==> src/rtl/pwm_multi_pkg.sv <==
// Shared types and constants for the multi-channel PWM and its dead-time stage.
// Dead-time encodings are used only in builds with PWM_DEADTIME_EN defined.
package pwm_multi_pkg;

  localparam int unsigned PWM_WIDTH_DEF    = 16;
  localparam int unsigned PWM_CHANNELS_DEF = 4;
  localparam int unsigned PWM_DT_WIDTH_DEF = 8;

  // Value the period counter returns to on reset, disable and wrap
  localparam int unsigned CNT_RST = 0;

  typedef enum logic [2:0] {
    DT_IDLE,
    DT_WAIT_HI,
    DT_HIGH,
    DT_WAIT_LO,
    DT_LOW
  } dt_state_e;

endpackage

==> src/rtl/pwm_multi_if.sv <==
// Register-block side of the multi-channel PWM (control in, waveforms out).
// out_n and deadtime exist only when PWM_DEADTIME_EN is defined.
interface pwm_multi_if
  import pwm_multi_pkg::*;
#(
  parameter int unsigned WIDTH    = PWM_WIDTH_DEF,
  parameter int unsigned CHANNELS = PWM_CHANNELS_DEF,
  parameter int unsigned DT_WIDTH = PWM_DT_WIDTH_DEF
) ();

  logic                      en;
  logic [WIDTH-1:0]          period;
  logic [CHANNELS*WIDTH-1:0] duty;
  logic                      load;
  logic                      pending;
  logic [CHANNELS-1:0]       out;
  logic                      period_end;
`ifdef PWM_DEADTIME_EN
  logic [DT_WIDTH-1:0]       deadtime;
  logic [CHANNELS-1:0]       out_n;
`endif

  if (WIDTH < 1 || CHANNELS < 1 || DT_WIDTH < 1) begin : g_param_check
    $error("pwm_multi_if: WIDTH, CHANNELS and DT_WIDTH must be >= 1");
  end

  modport master (
    output en, period, duty, load,
`ifdef PWM_DEADTIME_EN
    output deadtime, input out_n,
`endif
    input  pending, out, period_end
  );

  modport slave (
    input  en, period, duty, load,
`ifdef PWM_DEADTIME_EN
    input  deadtime, output out_n,
`endif
    output pending, out, period_end
  );

endinterface

==> src/rtl/pwm_multi_deadtime.sv <==
// Per-channel dead-time inserter: delays each rising edge of out/out_n until
// the raw compare has held its level for deadtime cycles. Built only with PWM_DEADTIME_EN.
`ifdef PWM_DEADTIME_EN
module pwm_multi_deadtime
  import pwm_multi_pkg::*;
#(
  parameter int unsigned DT_WIDTH = PWM_DT_WIDTH_DEF
) (
  input  logic                clk,
  input  logic                rst,
  input  logic                i_en,
  input  logic                i_raw,
  input  logic [DT_WIDTH-1:0] i_deadtime,
  output logic                o_out,
  output logic                o_out_n
);

  dt_state_e           r_state;
  logic [DT_WIDTH-1:0] r_wait;
  logic                r_out;
  logic                r_out_n;

  // r_wait holds the number of further same-level samples needed before rising
  always_ff @(posedge clk or posedge rst) begin
    if (rst) begin
      r_state <= DT_IDLE;
      r_wait  <= '0;
      r_out   <= 1'b0;
      r_out_n <= 1'b0;
    end else if (!i_en) begin
      r_state <= DT_IDLE;
      r_wait  <= '0;
      r_out   <= 1'b0;
      r_out_n <= 1'b0;
    end else if (i_raw) begin
      r_out_n <= 1'b0;
      case (r_state)
        DT_HIGH: r_out <= 1'b1;
        DT_WAIT_HI: begin
          if (r_wait <= DT_WIDTH'(1)) begin
            r_state <= DT_HIGH;
            r_out   <= 1'b1;
          end else begin
            r_wait <= r_wait - DT_WIDTH'(1);
            r_out  <= 1'b0;
          end
        end
        default: begin
          if (i_deadtime == '0) begin
            r_state <= DT_HIGH;
            r_out   <= 1'b1;
          end else begin
            r_state <= DT_WAIT_HI;
            r_wait  <= i_deadtime;
            r_out   <= 1'b0;
          end
        end
      endcase
    end else begin
      r_out <= 1'b0;
      case (r_state)
        DT_LOW: r_out_n <= 1'b1;
        DT_WAIT_LO: begin
          if (r_wait <= DT_WIDTH'(1)) begin
            r_state <= DT_LOW;
            r_out_n <= 1'b1;
          end else begin
            r_wait  <= r_wait - DT_WIDTH'(1);
            r_out_n <= 1'b0;
          end
        end
        default: begin
          if (i_deadtime == '0) begin
            r_state <= DT_LOW;
            r_out_n <= 1'b1;
          end else begin
            r_state <= DT_WAIT_LO;
            r_wait  <= i_deadtime;
            r_out_n <= 1'b0;
          end
        end
      endcase
    end
  end

  assign o_out   = r_out;
  assign o_out_n = r_out_n;

endmodule
`endif

==> src/rtl/pwm_multi.sv <==
// N-channel PWM: shared period counter, double-buffered period/duty, per-channel compare.
// Optional complementary outputs with dead-time when PWM_DEADTIME_EN is defined.
module pwm_multi
  import pwm_multi_pkg::*;
#(
  parameter int unsigned WIDTH    = PWM_WIDTH_DEF,
  parameter int unsigned CHANNELS = PWM_CHANNELS_DEF,
  parameter int unsigned DT_WIDTH = PWM_DT_WIDTH_DEF
) (
  input  logic         clk,
  input  logic         rst,
  pwm_multi_if.slave   bus
);

  logic [WIDTH-1:0]          r_cnt;
  logic [WIDTH-1:0]          r_period_act;
  logic [WIDTH-1:0]          r_period_sh;
  logic [CHANNELS*WIDTH-1:0] r_duty_act;
  logic [CHANNELS*WIDTH-1:0] r_duty_sh;
  logic                      r_pending;
  logic                      r_period_end;
  logic [CHANNELS-1:0]       r_cmp;

  logic                      w_wrap;
  logic                      w_apply;
  logic [WIDTH-1:0]          w_cnt_nxt;
  logic [WIDTH-1:0]          w_period_nxt;
  logic [CHANNELS*WIDTH-1:0] w_duty_nxt;
  logic [CHANNELS-1:0]       w_cmp_nxt;

  if (CHANNELS < 1 || DT_WIDTH < 1) begin : g_param_check
    $error("pwm_multi: CHANNELS and DT_WIDTH must be >= 1");
  end

  assign w_wrap  = (r_cnt == r_period_act);
  assign w_apply = r_pending && (w_wrap || !bus.en);

  // Outputs are registered against the values the counter and active regs take next,
  // so out/period_end line up with the cnt value of the same cycle.
  always_comb begin
    w_cnt_nxt    = WIDTH'(CNT_RST);
    w_period_nxt = r_period_act;
    w_duty_nxt   = r_duty_act;
    w_cmp_nxt    = '0;
    if (bus.en && !w_wrap) begin
      w_cnt_nxt = r_cnt + WIDTH'(1);
    end
    if (w_apply) begin
      w_period_nxt = r_period_sh;
      w_duty_nxt   = r_duty_sh;
    end
    for (int i = 0; i < int'(CHANNELS); i++) begin
      w_cmp_nxt[i] = (w_cnt_nxt < w_duty_nxt[i*WIDTH +: WIDTH]);
    end
  end

  always_ff @(posedge clk or posedge rst) begin
    if (rst) begin
      r_cnt        <= WIDTH'(CNT_RST);
      r_period_act <= '0;
      r_period_sh  <= '0;
      r_duty_act   <= '0;
      r_duty_sh    <= '0;
      r_pending    <= 1'b0;
      r_period_end <= 1'b0;
      r_cmp        <= '0;
    end else begin
      r_cnt        <= w_cnt_nxt;
      r_period_act <= w_period_nxt;
      r_duty_act   <= w_duty_nxt;
      r_period_end <= bus.en && (w_cnt_nxt == w_period_nxt);
      r_cmp        <= bus.en ? w_cmp_nxt : '0;
      // A load coinciding with apply lands in the shadow after the old shadow moved on
      if (bus.load) begin
        r_period_sh <= bus.period;
        r_duty_sh   <= bus.duty;
        r_pending   <= 1'b1;
      end else if (w_apply) begin
        r_pending   <= 1'b0;
      end
    end
  end

  assign bus.pending    = r_pending;
  assign bus.period_end = r_period_end;

`ifdef PWM_DEADTIME_EN
  logic [DT_WIDTH-1:0] r_dt_sh;
  logic [DT_WIDTH-1:0] r_dt_act;
  logic [CHANNELS-1:0] w_out;
  logic [CHANNELS-1:0] w_out_n;

  always_ff @(posedge clk or posedge rst) begin
    if (rst) begin
      r_dt_sh  <= '0;
      r_dt_act <= '0;
    end else begin
      if (w_apply)  r_dt_act <= r_dt_sh;
      if (bus.load) r_dt_sh  <= bus.deadtime;
    end
  end

  for (genvar gi = 0; gi < int'(CHANNELS); gi++) begin : g_dt
    pwm_multi_deadtime #(
      .DT_WIDTH (DT_WIDTH)
    ) u_dt (
      .clk        (clk),
      .rst        (rst),
      .i_en       (bus.en),
      .i_raw      (r_cmp[gi]),
      .i_deadtime (r_dt_act),
      .o_out      (w_out[gi]),
      .o_out_n    (w_out_n[gi])
    );
  end

  assign bus.out   = w_out;
  assign bus.out_n = w_out_n;
`else
  assign bus.out = r_cmp;
`endif

endmodule
==> src/flat_wrapper.sv <==
// flat-port wrapper written by rule: the top's interface ports become plain ports
module pwm_multi_flat import pwm_multi_pkg::*;
#(
  parameter int unsigned WIDTH    = PWM_WIDTH_DEF,
  parameter int unsigned CHANNELS = PWM_CHANNELS_DEF,
  parameter int unsigned DT_WIDTH = PWM_DT_WIDTH_DEF
)
  (clk, rst, bus_en, bus_period, bus_duty, bus_load, bus_pending, bus_out, bus_period_end);
  pwm_multi_if #(.WIDTH(WIDTH), .CHANNELS(CHANNELS), .DT_WIDTH(DT_WIDTH)) bus_i ();
  input  logic clk;
  input  logic rst;
  input wire logic [$bits(bus_i.en)-1:0] bus_en;
  input wire logic [$bits(bus_i.period)-1:0] bus_period;
  input wire logic [$bits(bus_i.duty)-1:0] bus_duty;
  input wire logic [$bits(bus_i.load)-1:0] bus_load;
  output wire logic [$bits(bus_i.pending)-1:0] bus_pending;
  output wire logic [$bits(bus_i.out)-1:0] bus_out;
  output wire logic [$bits(bus_i.period_end)-1:0] bus_period_end;
  assign bus_i.en = bus_en;
  assign bus_i.period = bus_period;
  assign bus_i.duty = bus_duty;
  assign bus_i.load = bus_load;
  assign bus_pending = bus_i.pending;
  assign bus_out = bus_i.out;
  assign bus_period_end = bus_i.period_end;
  pwm_multi #(.WIDTH(WIDTH), .CHANNELS(CHANNELS), .DT_WIDTH(DT_WIDTH)) u_core (.clk(clk), .rst(rst), .bus(bus_i));
endmodule
==> config.mk <==
export PLATFORM = sky130hd
export DESIGN_NAME = pwm_multi_flat
export DESIGN_NICKNAME = d
export VERILOG_FILES = /design/src/rtl/pwm_multi_pkg.sv /design/src/rtl/pwm_multi_if.sv /design/src/rtl/pwm_multi_deadtime.sv /design/src/rtl/pwm_multi.sv /design/src/flat_wrapper.sv
export SDC_FILE = /design/constraint.sdc
export NUM_CORES = 1
export LEC_CHECK = 0
export ABC_CLOCK_PERIOD_IN_PS = 10520
export CORE_MARGIN = 1
export CORE_UTILIZATION = 64
export CTS_BUF_LIST = sky130_fd_sc_hd__clkbuf_4
export DETAILED_ROUTE_END_ITERATION = 12
export MAX_ROUTING_LAYER = met4
export PLACE_DENSITY = 0.84
export SLEW_MARGIN = 30
export SYNTH_ARGS = -nofsm -noshare
export SYNTH_HDL_FRONTEND = slang
export SYNTH_SLANG_ARGS = --single-unit
==> constraint.sdc <==
create_clock -name clk -period 10.52 [get_ports clk]
set_input_delay 1.052 -clock clk [delete_from_list [all_inputs] [get_ports clk]]
set_output_delay 1.052 -clock clk [all_outputs]
set_load 0.02 [all_outputs]
# ---- Word-level counts from Yosys, hierarchy flattened
# Cells that the tools add are included.
dict set report totals {
  register_bits 182
  inputBits 84
  elab_cells 28
}
dict set report classes {
  reduce_logical 7
  n_addsub 1
  eq_ne 2
  magnitude_cmp 4
  muxes 6
}
# op n
set op_table {}
lappend op_table {{$lt 16x16->1} 4}
lappend op_table {{$mux 64} 1}
lappend op_table {{$eq 16x16->1} 2}
lappend op_table {{$mux 16} 2}
lappend op_table {{$add 16x1->16 const B} 1}
lappend op_table {{$mux 4} 1}
lappend op_table {{$logic_and 1x1->1} 3}
lappend op_table {{$logic_not 1->1} 2}
lappend op_table {{$mux 1} 2}
lappend op_table {{$reduce_bool 2->1} 1}
lappend op_table {{$logic_or 1x1->1} 1}

# ---- Logic depth before layout (Yosys ltp)
# Gate-level depths: netlist (run 1).
dict set report depth {
  depth_word 6
  depth_mapped 17
  depth_no_buf 14
}

# ---- Worst setup path after synthesis (run 1)
# OpenSTA, ideal clock, no wires.
dict set report synth_path {
  path_type {in2reg}
  startpoint {in bus_en}
  endpoint {reg u_core.r_cmp[2], in the netlist u_core.bus.out[2]}
  setup_ps 86
  path_slack_ps 7208
  required_time_ps 10434
  n_path_buf 3
  cell_stages 14
  arrival_time_ps 3226
  path_cell_list {clkbuf_1 > o21ai_2 > nand2_1 > buf_6 > buf_6 > mux2i_1 > ha_1 > a21o_1 > a21o_1 > a21oi_1 > nor2b_1 > o21ai_0 > a21oi_1 > nor3_1}
}
dict set report synth_via {
  elab_chain_len 6
}
# element line
set synth_rtl {}
lappend synth_rtl {{start, declared} flat_wrapper.sv:12} ;# input wire logic [$bits(bus_i.en)-1:0] bus_en;
lappend synth_rtl {{$logic_not 1->1} pwm_multi.sv:36} ;# assign w_apply = r_pending && (w_wrap || !bus.en);
lappend synth_rtl {{$logic_or 1x1->1} pwm_multi.sv:36}
lappend synth_rtl {{$logic_and 1x1->1} pwm_multi.sv:36}
lappend synth_rtl {{$mux 64} pwm_multi.sv:48} ;# if (w_apply) begin
lappend synth_rtl {{$lt 16x16->1} pwm_multi.sv:53} ;# w_cmp_nxt[i] = (w_cnt_nxt < w_duty_nxt[i*WIDTH +: WIDTH]);
lappend synth_rtl {{$mux 4 *} pwm_multi.sv:72} ;# r_cmp <= bus.en ? w_cmp_nxt : '0;
lappend synth_rtl {{end signal, assigned} pwm_multi.sv:72}
lappend synth_rtl {{end, declared} pwm_multi.sv:22} ;# logic [CHANNELS-1:0] r_cmp;
# Every way passes the cells marked *; elsewhere a longest branch is shown, timed or not.
# A chain may end at the register's enable or synchronous reset.

# ---- Worst setup path in the final report (run 1)
dict set report layout_path {
  startpoint {in bus_en}
  endpoint {reg u_core.r_cmp[1], in the netlist u_core.bus.out[1]}
}
# Same word-level chain as after synthesis.

==> impl_metrics.env, run 1 <==
export IMPL_status="finished clean"
export IMPL_grt_pass1_vias=6175
export IMPL_r2r_slack_ns=5.85
export IMPL_required_ns=11.00
export IMPL_async_flop_share=1.000
export IMPL_hold_path_endpoint="u_core.r_duty_act[32]$_DFF_PP0_"
export IMPL_hold_depth=2
export IMPL_skew_ns=0.02313
export IMPL_p_switching_uw=442.7
export IMPL_rsz0062_at_grt="no"
export IMPL_fin_tns_setup_ns=0
export IMPL_synth_top_area_frac=0.5127
export IMPL_dieHeight_um=119.8
export IMPL_synth_area_um2=8884
export IMPL_cts_tree="done"
export IMPL_synth_edff_count=0
export IMPL_firstDrtPassIters=4
export IMPL_netlist_instances=740
export IMPL_mappedNetlistNets=885
export IMPL_setup_viol=0
export IMPL_ctsLongestPathBuffers=2
export IMPL_row_count=42
export IMPL_startpoint_type="input pin"
export IMPL_min_from="u_core.r_duty_act[32]$_DFF_PP0_"
export IMPL_nNetsFinal=968
export IMPL_ctsResizeCount=0
export IMPL_finalPower_mw=1.475
export IMPL_synth_most_common_cell="dfrtp_1"
export IMPL_netlist_top_cells_area="dfrtp_1, mux2_2, ha_1"
export IMPL_crit_path_end_kind="flop"
export IMPL_numClockSinks=182
export IMPL_clkPwrFrac=0.234
export IMPL_maxCapViolations=0
export IMPL_syn2layout_area_growth_pct=14.13
export IMPL_crit_fanout=52
export IMPL_grt_pass1_wl_mm=31.68
export IMPL_drtAntennaViolNets=0
export IMPL_placed_cells=980
export IMPL_min_period_ns=4.678
export IMPL_synth_top_area_cell="dfrtp_1"
export IMPL_clk_insertion_delay_late_ns=0.57
export IMPL_drtIter0Drc=282
export IMPL_internal_power_mw=1.032
export IMPL_combPwrFrac=0.191
export IMPL_fin_crit_sh=0.4446
export IMPL_ys_ff_latch=182
export IMPL_crit_type="input pin to flop"
export IMPL_num_vias=5880
export IMPL_initial_utilization=0.6629
export IMPL_worstMarginPinSlew_ns=0.9472
export IMPL_wl_per_cell_um=19.09
export IMPL_p_per_area_nw_per_um2=145.5
export IMPL_r2r_end="u_core.bus.out[1]$_DFF_PP0_"
export IMPL_dieArea_um2=14360
export IMPL_final_area_um2=10140
export IMPL_rr_startpoint="u_core.r_cnt[2]$_DFF_PP0_"
export IMPL_die_w_um=119.8
export IMPL_synth_common_cells="dfrtp_1, mux2_2, inv_1, mux2i_1, ha_1"
export IMPL_clkSlewWorstSetupHoldPaths_ns=0.14
export IMPL_viasPerCell=5.810
export IMPL_ir_worst_vdd_mv=0.1388
export IMPL_switching_share=0.3001
export IMPL_yosys_warnings=0
export IMPL_maxSlewHeadroom=0.3662
export IMPL_grt_use_total=0.3023
export IMPL_rr_worst_depth=15
export IMPL_core_area_um2=13400
export IMPL_routabilityCongestion=0.9365
export IMPL_root_buffer="clkbuf_4"
export IMPL_io_buffer_count=89
export IMPL_netlist_cell_type_count=48
export IMPL_cts_hold_buf=0
export IMPL_finalHoldViolations=0
export IMPL_grt_max_degree=108
export IMPL_n_antenna_cell=0
export IMPL_power_leakage_nw=4.925
export IMPL_pwr_share_seq=0.576
export IMPL_drive_above_1_share=0.1567
export IMPL_arrival_ns=5.16
export IMPL_routed_wirelength_mm=19.32
export IMPL_hpwl_mm=13.63
export IMPL_dpl_instance_area_um2=9883
export IMPL_synth_ff_type="dfrtp_1"
export IMPL_holdWs_ns=0.5083
export IMPL_ys_seq_area_frac=0.5127
export IMPL_antenna_found_initial=0
export IMPL_drc=0
export IMPL_cts_buffers=17
export IMPL_top_level_ports=90
export IMPL_fillers=905
export IMPL_grt_ovfl_total=0
export IMPL_stdcell_count=1012
export IMPL_cts_max_level=4
export IMPL_synth_area_per_cell_um2=12.00
export IMPL_fmax_mhz=213.8
export IMPL_slew_viol_final=0
export IMPL_cts_setup_buffers=0
export IMPL_worstHoldPathType="flop to flop"
==> how the worst max path moves through the flow <==
| stage | slack [ns] | endpoint | start |
|---|---|---|---|
| floorplan | 4.52 | u_core.bus.out[0]$_DFF_PP0_ | rst |
| global placement | 5.51 | u_core.bus.out[1]$_DFF_PP0_ | bus_en |
| detailed placement | 5.31 | u_core.bus.out[1]$_DFF_PP0_ | bus_en |
| CTS | 5.91 | u_core.bus.out[1]$_DFF_PP0_ | u_core.r_period_act[8]$_DFF_PP0_ |
| global route | 5.54 | u_core.bus.out[1]$_DFF_PP0_ | u_core.r_period_act[8]$_DFF_PP0_ |
| finish | 5.84 | u_core.bus.out[1]$_DFF_PP0_ | bus_en |
==> final cells by class <==
| class | count | area, um2 | share of cell area |
|---|---|---|---|
| Sequential cell | 182 | 4554 | 0.4492 |
| Multi-Input combinational cell | 462 | 3943 | 0.3889 |
| Timing Repair Buffer | 91 | 910.9 | 0.08984 |
| Inverter | 69 | 266.5 | 0.02629 |
| Tap cell | 176 | 220.2 | 0.02172 |
| Clock buffer | 19 | 142.6 | 0.01407 |
| Clock inverter | 13 | 101.3 | 0.009996 |
==> flip-flops by register name, summed over array words and instances, names as in the netlist <==
signal	count
u_core.r_period_act	16
u_core.r_duty_sh	64
u_core.r_period_sh	16
u_core.bus.pending	1
u_core.r_duty_act	64
u_core.bus.period_end	1
u_core.bus.out	4
u_core.r_cnt	16
==> layer usage <==
layer  vias up  GRT usage  wire length [um]
met5         -          -                 0
met4         0    0.08594               333
met3        29    0.06939              1040
met2       145     0.4671              9237
met1      2950     0.4037              8708
li1       2756          -                 -
==> cells by family after synthesis <==
family / synth area share
XOR/XNOR: 0.03549
flip-flops: 0.5127
buffers and inverters: 0.04451
AND/OR/NAND/NOR: 0.07775
AO/OA/AOI/OAI: 0.05493
multiplexers: 0.1887
adder cells (fa/ha/maj): 0.08592
==> worst max-delay path: stages <==
cell and delay (ns):
clkdlybuf4s50_1 0.84, o21ai_2 0.42, nand2_4 0.37, buf_4 0.71, mux2i_1 0.33, ha_1 0.29
a21o_1 0.19, a21o_1 0.17, a21oi_1 0.14, nor2b_1 0.05, o21ai_0 0.19, a21oi_1 0.12
nor3_1 0.21
==> placed cells by master (no fill, tap or decap), types with 2 or more instances in the layout <==
master / instances
nand2_1: 28
a32o_1: 2
xor2_1: 17
nand3_1: 10
clkbuf_4: 19
o22ai_1: 2
a22o_1: 2
ha_1: 61
inv_1: 68
buf_6: 2
a21oi_1: 19
a221oi_1: 4
dfrtp_1: 182
clkinv_2: 2
or2_2: 2
clkinvlp_4: 4
o21ai_0: 25
nor4_1: 8
clkdlybuf4s50_1: 88
xnor2_1: 19
mux2i_1: 64
nor2b_1: 9
clkinv_4: 4
inv_6: 3
nand3b_1: 4
nand4_1: 16
nor3_1: 8
nor2_1: 32
and4_1: 6
mux2_2: 87
mux2_1: 5
a21o_1: 13
==> power by group through the flow <==
| stage | combinational [mW] | sequential, mW | clock (mW) |
|---|---|---|---|
| floorplan | 0.202 | 0.841 | 0 |
| global placement | 0.265 | 0.858 | 0 |
| detailed placement | 0.280 | 0.863 | 0 |
| CTS | 0.283 | 0.849 | 0.356 |
| global route | 0.316 | 0.859 | 0.384 |
| finish | 0.282 | 0.849 | 0.345 |
==> through the flow <==
| step | util | setup slack (ns) |
|---|---|---|
| 2_1_floorplan | - | 4.524 |
| 3_3_place_gp | 0.7375 | 5.511 |
| 3_5_place_dp | 0.7375 | 5.314 |
| 4_1_cts | 0.7557 | 5.909 |
| 5_1_grt | 0.7566 | 5.538 |
| 6_report | 0.7566 | 5.842 |
(Power assumes the default switching activity.)
==> run 2, diff against run 1 <==
--- a/config.mk
+++ b/config.mk
@@ -5,13 +5,13 @@
 export SDC_FILE = /design/constraint.sdc
 export NUM_CORES = 1
 export LEC_CHECK = 0
-export ABC_CLOCK_PERIOD_IN_PS = 10520
+export ABC_CLOCK_PERIOD_IN_PS = 3850
 export CORE_MARGIN = 1
-export CORE_UTILIZATION = 64
+export CORE_UTILIZATION = 53
 export CTS_BUF_LIST = sky130_fd_sc_hd__clkbuf_4
 export DETAILED_ROUTE_END_ITERATION = 12
 export MAX_ROUTING_LAYER = met4
-export PLACE_DENSITY = 0.84
+export PLACE_DENSITY = 0.74
 export SLEW_MARGIN = 30
 export SYNTH_ARGS = -nofsm -noshare
 export SYNTH_HDL_FRONTEND = slang
==> constraint.sdc (replaced) <==
create_clock -name clk -period 3.85 [get_ports clk]
set_input_delay 0.385 -clock clk [delete_from_list [all_inputs] [get_ports clk]]
set_output_delay 0.385 -clock clk [all_outputs]
set_load 0.02 [all_outputs]
==> run 2 against run 1 <==
Compared with the run above: non-clock buffer count grew 11; sequential power grew to 2.7 times the previous value; utilization shrank 11 points; sequential share of layout area shrank 0.87 points; critical path depth grew 2; final cell count grew 5.1%; register-to-register slack lost 5.5 ns; via count grew 0.53%; power grew to 2.8 times the previous value; global-route usage shrank 5.4 points; sequential cell count is the same; routed wire length grew 1.1%; critical endpoint is now u_core.bus.out[0]$_DFF_PP0_; largest cell class unchanged.
==> impl_metrics.env, run 2 (same netlist as run 1, synthesis figures left out) <==
export IMPL_fillers=1244
export IMPL_power_leakage_nw=4.992
export IMPL_ctsResizeCount=0
export IMPL_finalHoldViolations=0
export IMPL_crit_chain="xnor2_1 -> nand2_1 -> or4_4 -> o21ai_2 -> nand2_4 -> buf_12 -> mux2i_1 -> ha_1 -> a21o_1 -> a21o_1 -> a21oi_1 -> nor2b_1 -> o21ai_0 -> a21oi_1 -> nor3_1"
export IMPL_grt_max_degree=83
export IMPL_rr_startpoint="u_core.r_cnt[8]$_DFF_PP0_"
export IMPL_placed_cells=1030
export IMPL_cts_tree="done"
export IMPL_drtIter0Drc=253
export IMPL_firstDrtPassIters=5
export IMPL_io_buffer_count=89
export IMPL_cpMaxStageDelayCell="or4_4"
export IMPL_maxSlewHeadroom=0.4559
export IMPL_num_vias=5911
export IMPL_syn2layout_area_growth_pct=16.39
export IMPL_r2r_end="u_core.bus.out[0]$_DFF_PP0_"
export IMPL_arrival_ns=3.99
export IMPL_startpoint_type="flop"
export IMPL_cts_hold_buf=0
export IMPL_antenna_found_initial=1
export IMPL_numClockSinks=182
export IMPL_finalPower_mw=4.093
export IMPL_rr_worst_depth=15
export IMPL_routabilityCongestion=0.9556
export IMPL_skew_ns=0.01683
export IMPL_ir_worst_vdd_mv=0.3908
export IMPL_final_common_cell="dfrtp_1"
export IMPL_ctsLongestPathBuffers=2
export IMPL_clkSlewWorstSetupHoldPaths_ns=0.14
export IMPL_clk_insertion_delay_late_ns=0.58
export IMPL_holdWs_ns=0.1094
export IMPL_cts_setup_buffers=0
export IMPL_maxCapViolations=0
export IMPL_required_ns=4.34
export IMPL_fin_util=0.6416
export IMPL_routed_wirelength_mm=19.52
export IMPL_wl_per_cell_um=18.35
export IMPL_p_per_area_nw_per_um2=395.8
export IMPL_dieArea_um2=17280
export IMPL_crit_fanout=23
export IMPL_slew_viol_final=0
export IMPL_grt_pass1_vias=6172
export IMPL_drc=0
export IMPL_setup_viol=0
export IMPL_rsz0062_at_grt="no"
export IMPL_viasPerCell=5.555
export IMPL_mostFrequentLayoutCells="dfrtp_1, clkdlybuf4s50_1, mux2_2"
export IMPL_stdcell_count=1064
export IMPL_worstHoldPathType="input pin to async pin"
export IMPL_crit_type="flop to flop"
export IMPL_fmax_mhz=285.9
export IMPL_root_buffer="clkbuf_4"
export IMPL_grt_pass1_wl_mm=32.11
export IMPL_top_level_ports=90
export IMPL_drtAntennaViolNets=0
export IMPL_core_area_um2=16120
export IMPL_hpwl_mm=14.33
export IMPL_reg_top3="u_core.r_duty_act: 64 flops, u_core.r_duty_sh: 64 flops"
export IMPL_slowest_delay_ns=0.50
export IMPL_grt_use_total=0.2485
export IMPL_cts_buffers=17
export IMPL_dieHeight_um=131.5
export IMPL_crit_path_end_kind="flop"
export IMPL_status="finished clean"
export IMPL_cts_max_level=4
export IMPL_min_period_ns=3.498
export IMPL_grt_ovfl_total=0
export IMPL_drive_above_1_share=0.1617
export IMPL_fin_tns_setup_ns=0
export IMPL_worstMarginPinSlew_ns=0.8131
export IMPL_r2r_slack_ns=0.35
export IMPL_fin_crit_sh=0.9086
export IMPL_die_w_um=131.5
export IMPL_initial_utilization=0.5512
export IMPL_row_count=46
export IMPL_nNetsFinal=979
==> run 2: changes by cell type in the layout (fill, tap and decap cells not counted), sizes merged <==
cell,previous run,this run
clkbuf,19,17
clkinvlp,4,6
buf,3,14
clkinv,6,5
diode,0,1
bufinv,0,1
==> run 2: cell type report <==
type / instances / area (um2) / area share
sequential: 182 / 4554 / 0.4405
multi-input combinational: 462 / 3941 / 0.3812
timing repair buffer: 102 / 1052 / 0.1018
tap: 216 / 270.3 / 0.02614
inverter: 69 / 262.8 / 0.02541
clock inverter: 15 / 128.9 / 0.01246
clock buffer: 17 / 127.6 / 0.01234
antenna: 1 / 2.502 / 0.0002420
==> run 2: power by group <==
group	total (mW)	switching [mW]	internal, mW
Sequential	2.32	0.157	2.16
Combinational	0.788	0.390	0.398
Clock	0.986	0.665	0.321
==> run 2: stage by stage <==
step,cell area [um2],setup slack [ns]
after floorplan,8887,0.6654
after global placement,10060,0.4744
after detailed placement,10060,0.3641
after CTS,10310,0.3261
after global routing,10340,0.09294
final,10340,0.3519
==> run 2: critical path, delay by kind of cell, from the launching register on <==
kind	cells	cell delay, ns
AOI/OAI and AO/OA	6	0.88
and+or+nand+nor	5	1.08
adders and majority gates	1	0.28
muxes	1	0.21
buffers and inverters	1	0.28
DFF	1	0.44
xor gates and xnor gates	1	0.23
==> run 2: layer usage <==
layer | wire, um | up-vias | share of wire | global-route usage
met5 | 0 | - | 0 | -
met4 | 444 | 0 | 0.023 | 0.07946
met3 | 995 | 34 | 0.051 | 0.05864
met2 | 9554 | 149 | 0.49 | 0.3895
met1 | 8528 | 2938 | 0.44 | 0.3191
li1 | - | 2790 | - | -
==> run 2: worst max-delay path by stage <==
stage                                                 from                     endpoint  cells past startpoint
after floorplan                  u_core.r_cnt[8]$_DFF_PP0_  u_core.bus.out[2]$_DFF_PP0_                     15
after global placement    u_core.r_period_act[8]$_DFF_PP0_  u_core.bus.out[3]$_DFF_PP0_                     15
after detailed placement         u_core.r_cnt[8]$_DFF_PP0_  u_core.bus.out[3]$_DFF_PP0_                     15
after CTS                        u_core.r_cnt[8]$_DFF_PP0_  u_core.bus.out[3]$_DFF_PP0_                     15
after global routing            u_core.r_cnt[11]$_DFF_PP0_  u_core.bus.out[3]$_DFF_PP0_                     15
final                            u_core.r_cnt[8]$_DFF_PP0_  u_core.bus.out[0]$_DFF_PP0_                     15
